===== src/rtl/timer_sequencer.sv =====
// Queues interval lengths from a valid/ready stream and feeds them to a countdown timer one at a time.
// Tracks completed intervals with a wrapping count and supports a synchronous flush of queued work.
module timer_sequencer #(
    parameter int DEPTH = 4,
    parameter int WIDTH = 16
) (
    input  logic                     clk,
    input  logic                     reset_n,
    input  logic                     in_valid,
    output logic                     in_ready,
    input  logic [WIDTH-1:0]         in_cycles,
    input  logic                     abort,
    input  logic                     timer_busy,
    output logic                     timer_load,
    output logic [WIDTH-1:0]         timer_cycles,
    output logic                     done,
    output logic [7:0]               done_count,
    output logic [$clog2(DEPTH):0]   pending,
    output logic                     zero_drop
);
    localparam int AW = $clog2(DEPTH);
    localparam logic [AW:0] FULL_COUNT = DEPTH[AW:0];

    typedef enum logic [1:0] {IDLE, LOAD, RUN} state_t;

    state_t           state;
    logic [WIDTH-1:0] mem [DEPTH];
    logic [AW-1:0]    wr_ptr;
    logic [AW-1:0]    rd_ptr;
    logic [AW:0]      count;
    logic             accept;
    logic             push;
    logic             pop;

    // in_ready depends only on registered occupancy, never on the pop side.
    assign in_ready = (count != FULL_COUNT);
    assign pending  = count;
    assign accept   = in_valid && in_ready;
    assign push     = accept && !abort && (in_cycles != '0);
    assign pop      = (state == IDLE) && (count != '0) && !timer_busy && !abort;

    // NOTE: storage carries no reset; occupancy and pointers alone define what is valid.
    always_ff @(posedge clk) begin
        if (push) begin
            mem[wr_ptr] <= in_cycles;
        end
    end

    // NOTE: all sequential state uses non-blocking assignments so every register sees pre-edge values.
    always_ff @(posedge clk or negedge reset_n) begin
        if (!reset_n) begin
            state        <= IDLE;
            wr_ptr       <= '0;
            rd_ptr       <= '0;
            count        <= '0;
            timer_load   <= 1'b0;
            timer_cycles <= '0;
            done         <= 1'b0;
            done_count   <= '0;
            zero_drop    <= 1'b0;
        end else begin
            timer_load <= 1'b0;
            done       <= 1'b0;
            zero_drop  <= accept && !abort && (in_cycles == '0);

            if (abort) begin
                // Flush queued work; a running timer is left alone and IDLE waits for it.
                state  <= IDLE;
                wr_ptr <= '0;
                rd_ptr <= '0;
                count  <= '0;
            end else begin
                if (push) begin
                    wr_ptr <= wr_ptr + 1'b1;
                end
                if (pop) begin
                    rd_ptr <= rd_ptr + 1'b1;
                end
                if (push && !pop) begin
                    count <= count + 1'b1;
                end else if (pop && !push) begin
                    count <= count - 1'b1;
                end

                case (state)
                    IDLE: begin
                        if (pop) begin
                            timer_load   <= 1'b1;
                            timer_cycles <= mem[rd_ptr];
                            state        <= LOAD;
                        end
                    end
                    LOAD: begin
                        state <= RUN;
                    end
                    RUN: begin
                        if (!timer_busy) begin
                            done       <= 1'b1;
                            done_count <= done_count + 1'b1;
                            state      <= IDLE;
                        end
                    end
                    default: begin
                        state <= IDLE;
                    end
                endcase
            end
        end
    end
endmodule

===== config.mk =====
export PLATFORM = sky130hd
export DESIGN_NAME = timer_sequencer
export DESIGN_NICKNAME = d
export VERILOG_FILES = /design/src/rtl/timer_sequencer.sv
export SDC_FILE = /design/constraint.sdc
export NUM_CORES = 1
export LEC_CHECK = 0
export CAP_MARGIN = 15
export CORE_AREA = 2 2 85 127
export CTS_CLUSTER_DIAMETER = 200
export DETAILED_ROUTE_END_ITERATION = 10
export DIE_AREA = 0 0 87 129
export PLACE_DENSITY = 0.69
export REMOVE_ABC_BUFFERS = 1
export SYNTH_ARGS = -nofsm -noshare
export SYNTH_HDL_FRONTEND = slang
export SYNTH_SLANG_ARGS = --single-unit

===== constraint.sdc =====
create_clock -name clk -period 3.8 [get_ports clk]
set_clock_uncertainty 0.15 [all_clocks]
set_input_delay 0.57 -clock clk [delete_from_list [all_inputs] [get_ports clk]]
set_output_delay 0.57 -clock clk [all_outputs]
set_load 0.005 [all_outputs]

* Word level (Yosys, flattened, before mapping)
Memory sizes are Yosys's and may differ from the RTL's. A register that Yosys moved wholly into a read port is not among the register bits.
Cells that the tools add are included.
** Word-level totals
- Flip-flop bits (word level) :: 20
- Latch bits :: 0
- Bits in writable memories :: 64
- Bits in read-only memories :: 0
- Input port bits :: 21
- Output and inout port bits :: 31
- Logic and storage cells :: 64
- Memories :: 1
** Memories
- mem :: depth 4, bits a word 16, rd ports 1, clocked after memory_dff 1, write ports 1, RTL line 27 : logic [WIDTH-1:0] mem [DEPTH];
** Cells by class
- Add/subtract/negate cells :: 5
- Multipliers :: 0
- Div/mod/pow operators :: 0
- Order comparisons :: 0
- Equality and inequality tests :: 5
- Shift operators :: 0
- Muxes and demuxes :: 19
- Bitwise gates (word level) :: 2
- Reductions and logical operators :: 24
** Operator list (count)
- $logic_not A16 Y1 :: 1
- $reduce_bool A16 Y1 :: 1
- $mux W2 :: 7
- $logic_and A1 B1 Y1 :: 9
- $mux W3 :: 3
- $ne A3 B3 Y1 const B :: 3
- $add A8 B1 Y8 const B :: 1
- $mux W1 :: 8
- $pmux W2 S3 :: 1
- $reduce_and A3 Y1 :: 2
- $reduce_bool A3 Y1 :: 2
- $logic_not A1 Y1 :: 5
- $add A2 B1 Y2 const B :: 2
- $reduce_bool A2 Y1 :: 2
- $add A3 B1 Y3 const B :: 1
- $sub A3 B1 Y3 const B :: 1
- $eq A2 B1 Y1 const B :: 1
- $eq A2 B2 Y1 const B :: 1
- $logic_not A2 Y1 :: 1
- $not A1 Y1 :: 2
- $reduce_and A2 Y1 :: 1

* Depth between registers and ports, before layout
Gate-level depths: netlist of the first run.
- Word-level depth :: 9
- Gate-level depth with buffers :: 7
- Mapped depth without buffers :: 7

* Worst setup path before layout of the first run
Ideal clock, no wire load.
- Kind :: input -> register
- Start point :: input timer_busy
- End point :: register count[2], in the netlist pending[2]
- Setup time :: 0.081 ns
- Data arrival time :: 2.569 ns
- Required time :: 3.569 ns
- Slack :: 1.000 ns
- Stages :: 7
- Path buffers :: 0
- Cells stage by stage :: or3_4 -> nor3_4 -> nor3_4 -> fa_1 -> or4_1 -> and3_1 -> nor3_2
** On the way
- Word-level cells in the longest chain between the ends :: 7
- Elaborated cells between the ends (all ways) :: 9
- Classes of those cells :: 2 x mux; 7 x reduce/logical
** RTL lines
- start: declaration :: RTL line 13 : input logic timer_busy,
- $logic_not A1 Y1 *
- $logic_and A1 B1 Y1 * (2 in series) :: RTL line 40 : assign pop = (state == IDLE) && (count != '0) && !timer_busy && !abort;
- $logic_not A1 Y1 :: RTL line 79 : if (push && !pop) begin
- $logic_and A1 B1 Y1 :: RTL line 79
- $mux W3 :: RTL line 79
- $mux W3 :: RTL line 66 : if (abort) begin
- end signal: assignment :: RTL line 80 : count <= count + 1'b1;
- end signal: assignment :: RTL line 82 : count <= count - 1'b1;
- end: declaration :: RTL line 30 : logic [AW:0] count;
Mark *: on every way between the ends. The rest lies on a longest branch, timed or not.
A chain may end at the register's enable or synchronous reset.

* Worst setup path in the final report of the first run
- Start point :: input in_cycles[13]
- End point :: register count[2], in the netlist pending[2]
** On the way
- Word-level cells in the longest chain between the ends :: 5
- Elaborated cells between the ends (all ways) :: 8
- Classes of those cells :: 2 x mux; 6 x reduce/logical
** RTL lines
- start: declaration :: RTL line 11 : input logic [WIDTH-1:0] in_cycles,
- $reduce_bool A16 Y1 * :: RTL line 39 : assign push = accept && !abort && (in_cycles != '0);
- $logic_and A1 B1 Y1 * :: RTL line 39
- $logic_and A1 B1 Y1 or $logic_not A1 Y1 (tied branches) :: RTL line 79, 81
- $mux W3 or $logic_and A1 B1 Y1 (tied branches) :: RTL line 79, 81
- $mux W3 or $reduce_bool A3 Y1 (tied branches)
Marks and branches as above.

==> results of run 1 <==
-- power by group through the flow --
| stage | clock network, mW | logic (mW) | registers (mW) |
|---|---|---|---|
| 2_1_floorplan | 0 | 0.313 | 1.45 |
| 3_3_place_gp | 0 | 0.679 | 1.44 |
| 3_5_place_dp | 0 | 0.689 | 1.44 |
| 4_1_cts | 0.897 | 0.691 | 1.42 |
| 5_1_grt | 0.938 | 0.742 | 1.43 |
| 6_report | 0.877 | 0.670 | 1.41 |
-- cell type report --
class / instances / area, um^2
clock inverter: 4 / 31.28
multi-input combinational: 98 / 1071
tap: 117 / 146.4
fill: 846 / 5181
timing repair buffer: 57 / 550.5
clock buffer: 12 / 256.5
inverter: 5 / 18.77
sequential: 100 / 2823
-- cell usage in the layout (no fill, tap or decap), types with 2 or more instances in the layout --
cell and count:
edfxtp_1 64, clkdlybuf4s50_1 50, dfrtp_1 36, mux2_2 18
mux4_2 16, clkbuf_16 9, xnor2_1 6, buf_4 6
inv_1 5, nor2_1 5, ha_1 5, nor4_1 4
and2_1 4, nor3_1 4, nand4_1 3, xor2_1 3
nand2_1 3, and4_1 2, nor3_2 2, nor3_4 2
o21a_1 2, and3_1 2, nand3_1 2, a21oi_1 2
clkbuf_8 2, inv_6 2
-- flip-flops by register name (all words and copies together) (netlist names) --
signal,flops
mem,64
timer_cycles,16
done_count,8
pending,3
rd_ptr,2
state,2
wr_ptr,2
done,1
timer_load,1
zero_drop,1
-- worst paths after layout --
check,start,end,slack (ns)
max,in_cycles[13],pending[2]$_DFFE_PN0P_,0.61
max in group asynchronous,reset_n,zero_drop$_DFF_PN0_,2.74
min,reset_n,timer_cycles[3]$_DFFE_PN0P_,0.20
min in group clk,done_count[7]$_DFFE_PN0P_,done_count[7]$_DFFE_PN0P_,0.33
max reg2reg,pending[0]$_DFFE_PN0P_,pending[2]$_DFFE_PN0P_,1.12
min reg2reg,done_count[7]$_DFFE_PN0P_,done_count[7]$_DFFE_PN0P_,0.33
-- layer usage --
metal	wire, um	part of all wire	GRT usage
met1	2931	0.42	0.1583
met2	3688	0.53	0.2339
met3	256	0.036	0.03400
met4	141	0.020	0.06066
met5	0	0	0
-- through the flow --
step                        util  total power [mW]  cells  area [um^2]  worst slack, ns
final                     0.4859             2.962    393         4897           0.6145
after floorplan                -             1.765    203         3913           0.8032
after detailed placement  0.4574             2.129    377         4609           0.2539
after global routing      0.4859             3.115    393         4897           0.4609
after CTS                 0.4859             3.007    393         4897           0.6028
after global placement    0.4574             2.116    377         4609           0.1863
-- worst register-to-register path, cell delays in order (launching register included) --
cell,delay (ns)
dfrtp_1,0.44
or3b_2,0.53
nand3b_4,0.14
nor3_4,0.07
fa_1,0.38
or4_1,0.55
and3_1,0.21
nor3_2,0.13
-- logic make-up after synthesis --
| kind of cell | count (synthesis) | share of synthesized area |
|---|---|---|
| fa+ha+maj | 6 | 0.02093 |
| xor+xnor | 9 | 0.01998 |
| simple gates | 42 | 0.07644 |
| buf+inv | 11 | 0.01300 |
| compound gates | 7 | 0.01142 |
| mux | 34 | 0.1427 |
| flops | 100 | 0.7155 |
==> impl_metrics.json, run 1 <==
{
  "grt_use_total": 0.1359,
  "routed_wl_um": 7017,
  "synth.area.top_cells": "edfxtp_1 (49%), dfrtp_1 (23%), mux4_2 (9.1%)",
  "yosysSeqAreaShare": 0.7155,
  "clock.fmax_ghz": 0.3139,
  "ys_types": 38,
  "async_flop_share": 0.3600,
  "via_count": 2039,
  "overflow": 0,
  "drive_gt1_frac": 0.2355,
  "die_y_um": 129,
  "finalWeightedCongestion": 0.7407,
  "crit_cells": 8,
  "antenna_left": 0,
  "core.rowCount": 45,
  "postCtsSetupBuffers": 0,
  "cts_root_buf": "clkbuf_16",
  "yosysMostFrequentCell": "edfxtp_1",
  "synth_common_cells": "edfxtp_1 (64), dfrtp_1 (36), mux2_2 (18)",
  "fin_crit_ns": 3.185,
  "power_frac_clock": 0.296,
  "cap_violations": 0,
  "slew-limit-headroom": 0.4055,
  "yosysTopAreaCell": "edfxtp_1",
  "cts_buffer_depth": 2,
  "netlist_instances": 209,
  "cp.required_ns": 3.91,
  "path_clk_slew_ns": 0.07,
  "path_delay_family": "simple AND/OR/NAND/NOR gates",
  "setup_viol": 0,
  "pwr-share-seq": 0.478,
  "synth_edf_count": 64,
  "setup-tns-final_ns": 0,
  "crit_type": "primary input to flop",
  "arrival_ns": 3.30,
  "hold_slack_ns": 0.1977,
  "worst_pin_slew_ns": 0.8917,
  "crit_buf_inv": 1,
  "crit_path_top_delay_cell": "or4_1",
  "nets": 298,
  "synth_top_area_frac": 0.4872,
  "synth_flop_cell": "edfxtp_1",
  "dr.pass1.iters": 4,
  "leakagePower_nw": 1.746,
  "numCtsBuffers": 9,
  "htreeDepth": 3,
  "worstPathCellList": "clkdlybuf4s50_1 > nor4_1 > and4_1 > nor3_4 > fa_1 > or4_1 > and3_1 > nor3_2",
  "coreArea_mm2": 0.01008,
  "hold_viol": 0,
  "die_w_um": 87,
  "end_kind": "flop",
  "grt_pass1_wl_um": 11050,
  "drv_slew": 0,
  "clk_latency_ns": 0.34,
  "netlist_area_mm2": 0.003945,
  "post-dp-hpwl_um": 4413,
  "power.switching_mw": 0.7342,
  "ff2ff_path_depth": 7,
  "io_buffer_count": 51,
  "grt_pass1_vias": 2067,
  "die-area_mm2": 0.01122,
  "wl_per_cell_um": 17.85,
  "drtIter0Drc": 100,
  "avgSynthCellArea_um2": 18.88,
  "start_util": 0.3914,
  "yosysWarnings": 0,
  "crit_fanout": 5,
  "ir_worst_vdd_v": 0.0003570,
  "p_per_area_mw_per_mm2": 604.8,
  "max_stage_delay_ns": 0.55,
  "hold_buffers": 0,
  "synth_seq_cells": 100,
  "ctsResizeCount": 0,
  "antenna_cells": 0,
  "area_growth_pct": 24.14,
  "viasPerCell": 5.188,
  "min_path_type": "primary input to async pin",
  "p_int_mw": 2.228,
  "cts.sinks": 100,
  "drc_errors": 0,
  "cts_tree": "yes",
  "switching_share": 0.2479,
  "post-route-period-util": 0.8383,
  "comb_power_share": 0.226,
  "status": "finished clean",
  "grt_max_degree": 37,
  "crit_path_start_kind": "primary input",
  "antenna_found_initial": 0,
  "boundaryPins": 52,
  "rsz0062_at_grt": "false"
}
No activity file was read; power rests on OpenSTA's default activity.
==> run 2, diff against run 1 <==
==> constraint.sdc (replaced) <==
create_clock -name clk -period 3.1 [get_ports clk]
set_clock_uncertainty 0.15 [all_clocks]
set_input_delay 0.465 -clock clk [delete_from_list [all_inputs] [get_ports clk]]
set_output_delay 0.465 -clock clk [all_outputs]
set_load 0.005 [all_outputs]
==> impl_metrics.json, run 2 (same netlist as run 1, synthesis figures left out) <==
{
  "finalWeightedCongestion": 0.7927,
  "coreArea_mm2": 0.01008,
  "start_util": 0.3914,
  "post-dp-hpwl_um": 4781,
  "largestRegisters": "mem x64, timer_cycles x16, done_count x8",
  "postCtsSetupBuffers": 0,
  "dr.pass1.iters": 4,
  "cts.sinks": 100,
  "setup-tns-final_ns": 0,
  "hold_viol": 0,
  "hold_slack_ns": 0.08041,
  "grt_use_total": 0.1396,
  "core.rowCount": 45,
  "boundaryPins": 52,
  "worst_pin_slew_ns": 0.8287,
  "slew-limit-headroom": 0.4475,
  "ctsResizeCount": 0,
  "top_register": "mem",
  "die_y_um": 129,
  "drive_gt1_frac": 0.2919,
  "grt_max_degree": 37,
  "crit_type": "primary input to flop",
  "grt_pass1_wl_um": 11390,
  "path_clk_slew_ns": 0.06,
  "drc_errors": 0,
  "area_growth_pct": 30.70,
  "die-area_mm2": 0.01122,
  "register_area_mm2": 0.002823,
  "leakagePower_nw": 1.885,
  "power_mw": 3.826,
  "clock.fmax_ghz": 0.3361,
  "multi_input_area_mm2": 0.001084,
  "min_path_type": "primary input to async pin",
  "htreeDepth": 3,
  "viasPerCell": 5.075,
  "drtIter0Drc": 152,
  "end_kind": "flop",
  "cap_violations": 0,
  "overflow": 0,
  "ir_worst_vdd_v": 0.0003862,
  "crit_fanout": 5,
  "wl_per_cell_um": 16.94,
  "numCtsBuffers": 9,
  "largest_reg_flops": 64,
  "grt_pass1_vias": 2260,
  "cts_tree": "yes",
  "setup_viol": 0,
  "nFillCells": 806,
  "hold_buffers": 0,
  "timing.final.ws_setup_ns": 0.1244,
  "cts_root_buf": "clkbuf_16",
  "status": "finished clean",
  "arrival_ns": 3.09,
  "dp_slack_ns": -0.2585,
  "antenna_cells": 0,
  "drv_slew": 0,
  "layout_common_cells": "edfxtp_1 (64), clkdlybuf4s50_1 (50), dfrtp_1 (36)",
  "antenna_found_initial": 0,
  "post-route-period-util": 0.9599,
  "routed_wl_um": 7030,
  "via_count": 2106,
  "clk_latency_ns": 0.34,
  "p_per_area_mw_per_mm2": 741.9,
  "antenna_left": 0,
  "fin_crit_ns": 2.976,
  "io_buffer_count": 51,
  "nets": 320,
  "final_common_cell": "edfxtp_1",
  "cts_buffer_depth": 2,
  "rsz0062_at_grt": "false",
  "cp.required_ns": 3.21,
  "die_w_um": 87,
  "crit_path_start_kind": "primary input"
}
## run 2: final timing paths
path	start	endpoint	slack [ns]	cells past startpoint
worst min-delay path	reset_n	wr_ptr[0]$_DFFE_PN0P_	0.08	1
worst max register to register	pending[0]$_DFFE_PN0P_	pending[2]$_DFFE_PN0P_	0.41	7
min in group clk	done_count[7]$_DFFE_PN0P_	done_count[7]$_DFFE_PN0P_	0.32	1
worst max-delay path	in_cycles[9]	pending[2]$_DFFE_PN0P_	0.12	9
max in group asynchronous	reset_n	timer_cycles[9]$_DFFE_PN0P_	2.20	1
worst min register to register	done_count[7]$_DFFE_PN0P_	done_count[7]$_DFFE_PN0P_	0.32	1
## run 2: worst max-delay path, stage by stage
cell,delay (ns)
clkdlybuf4s50_1,0.49
nor4_2,0.37
buf_4,0.17
and4_1,0.23
nor3_4,0.07
fa_1,0.37
or4_1,0.55
and3_1,0.22
nor3_2,0.15
## run 2: where the power goes
group | total, mW | internal, mW | leakage (nW) | switching (mW)
clock | 1.23 | 0.781 | 0.162 | 0.446
combinational | 0.863 | 0.552 | 0.682 | 0.311
sequential | 1.74 | 1.61 | 1.04 | 0.121
total | 3.83 | 2.95 | 1.89 | 0.878
## run 2: final cells by class
cell class	instances	share of cell area
flip-flops and latches	100	0.5474
repair buffers	79	0.1461
inverters	5	0.003640
clock inverters	6	0.01990
well taps	117	0.02839
clock buffers	10	0.04441
multi-input cells	98	0.2101
## run 2: per-stage QoR
stage | utilization | instances | cell area, um^2
after floorplan | - | 203 | 3913
after global placement | 0.4775 | 399 | 4812
after detailed placement | 0.4775 | 399 | 4812
after CTS | 0.5104 | 415 | 5144
after global routing | 0.5116 | 415 | 5156
final | 0.5116 | 415 | 5156
## run 2: layer usage
layer  global-route usage  vias to the layer above  wire (um)
met4              0.06893                        0        136
met1               0.1539                     1074       2805
met3              0.03528                        9        223
met5                    0                        -          0
met2               0.2461                       43       3864
li1                     -                      980          -
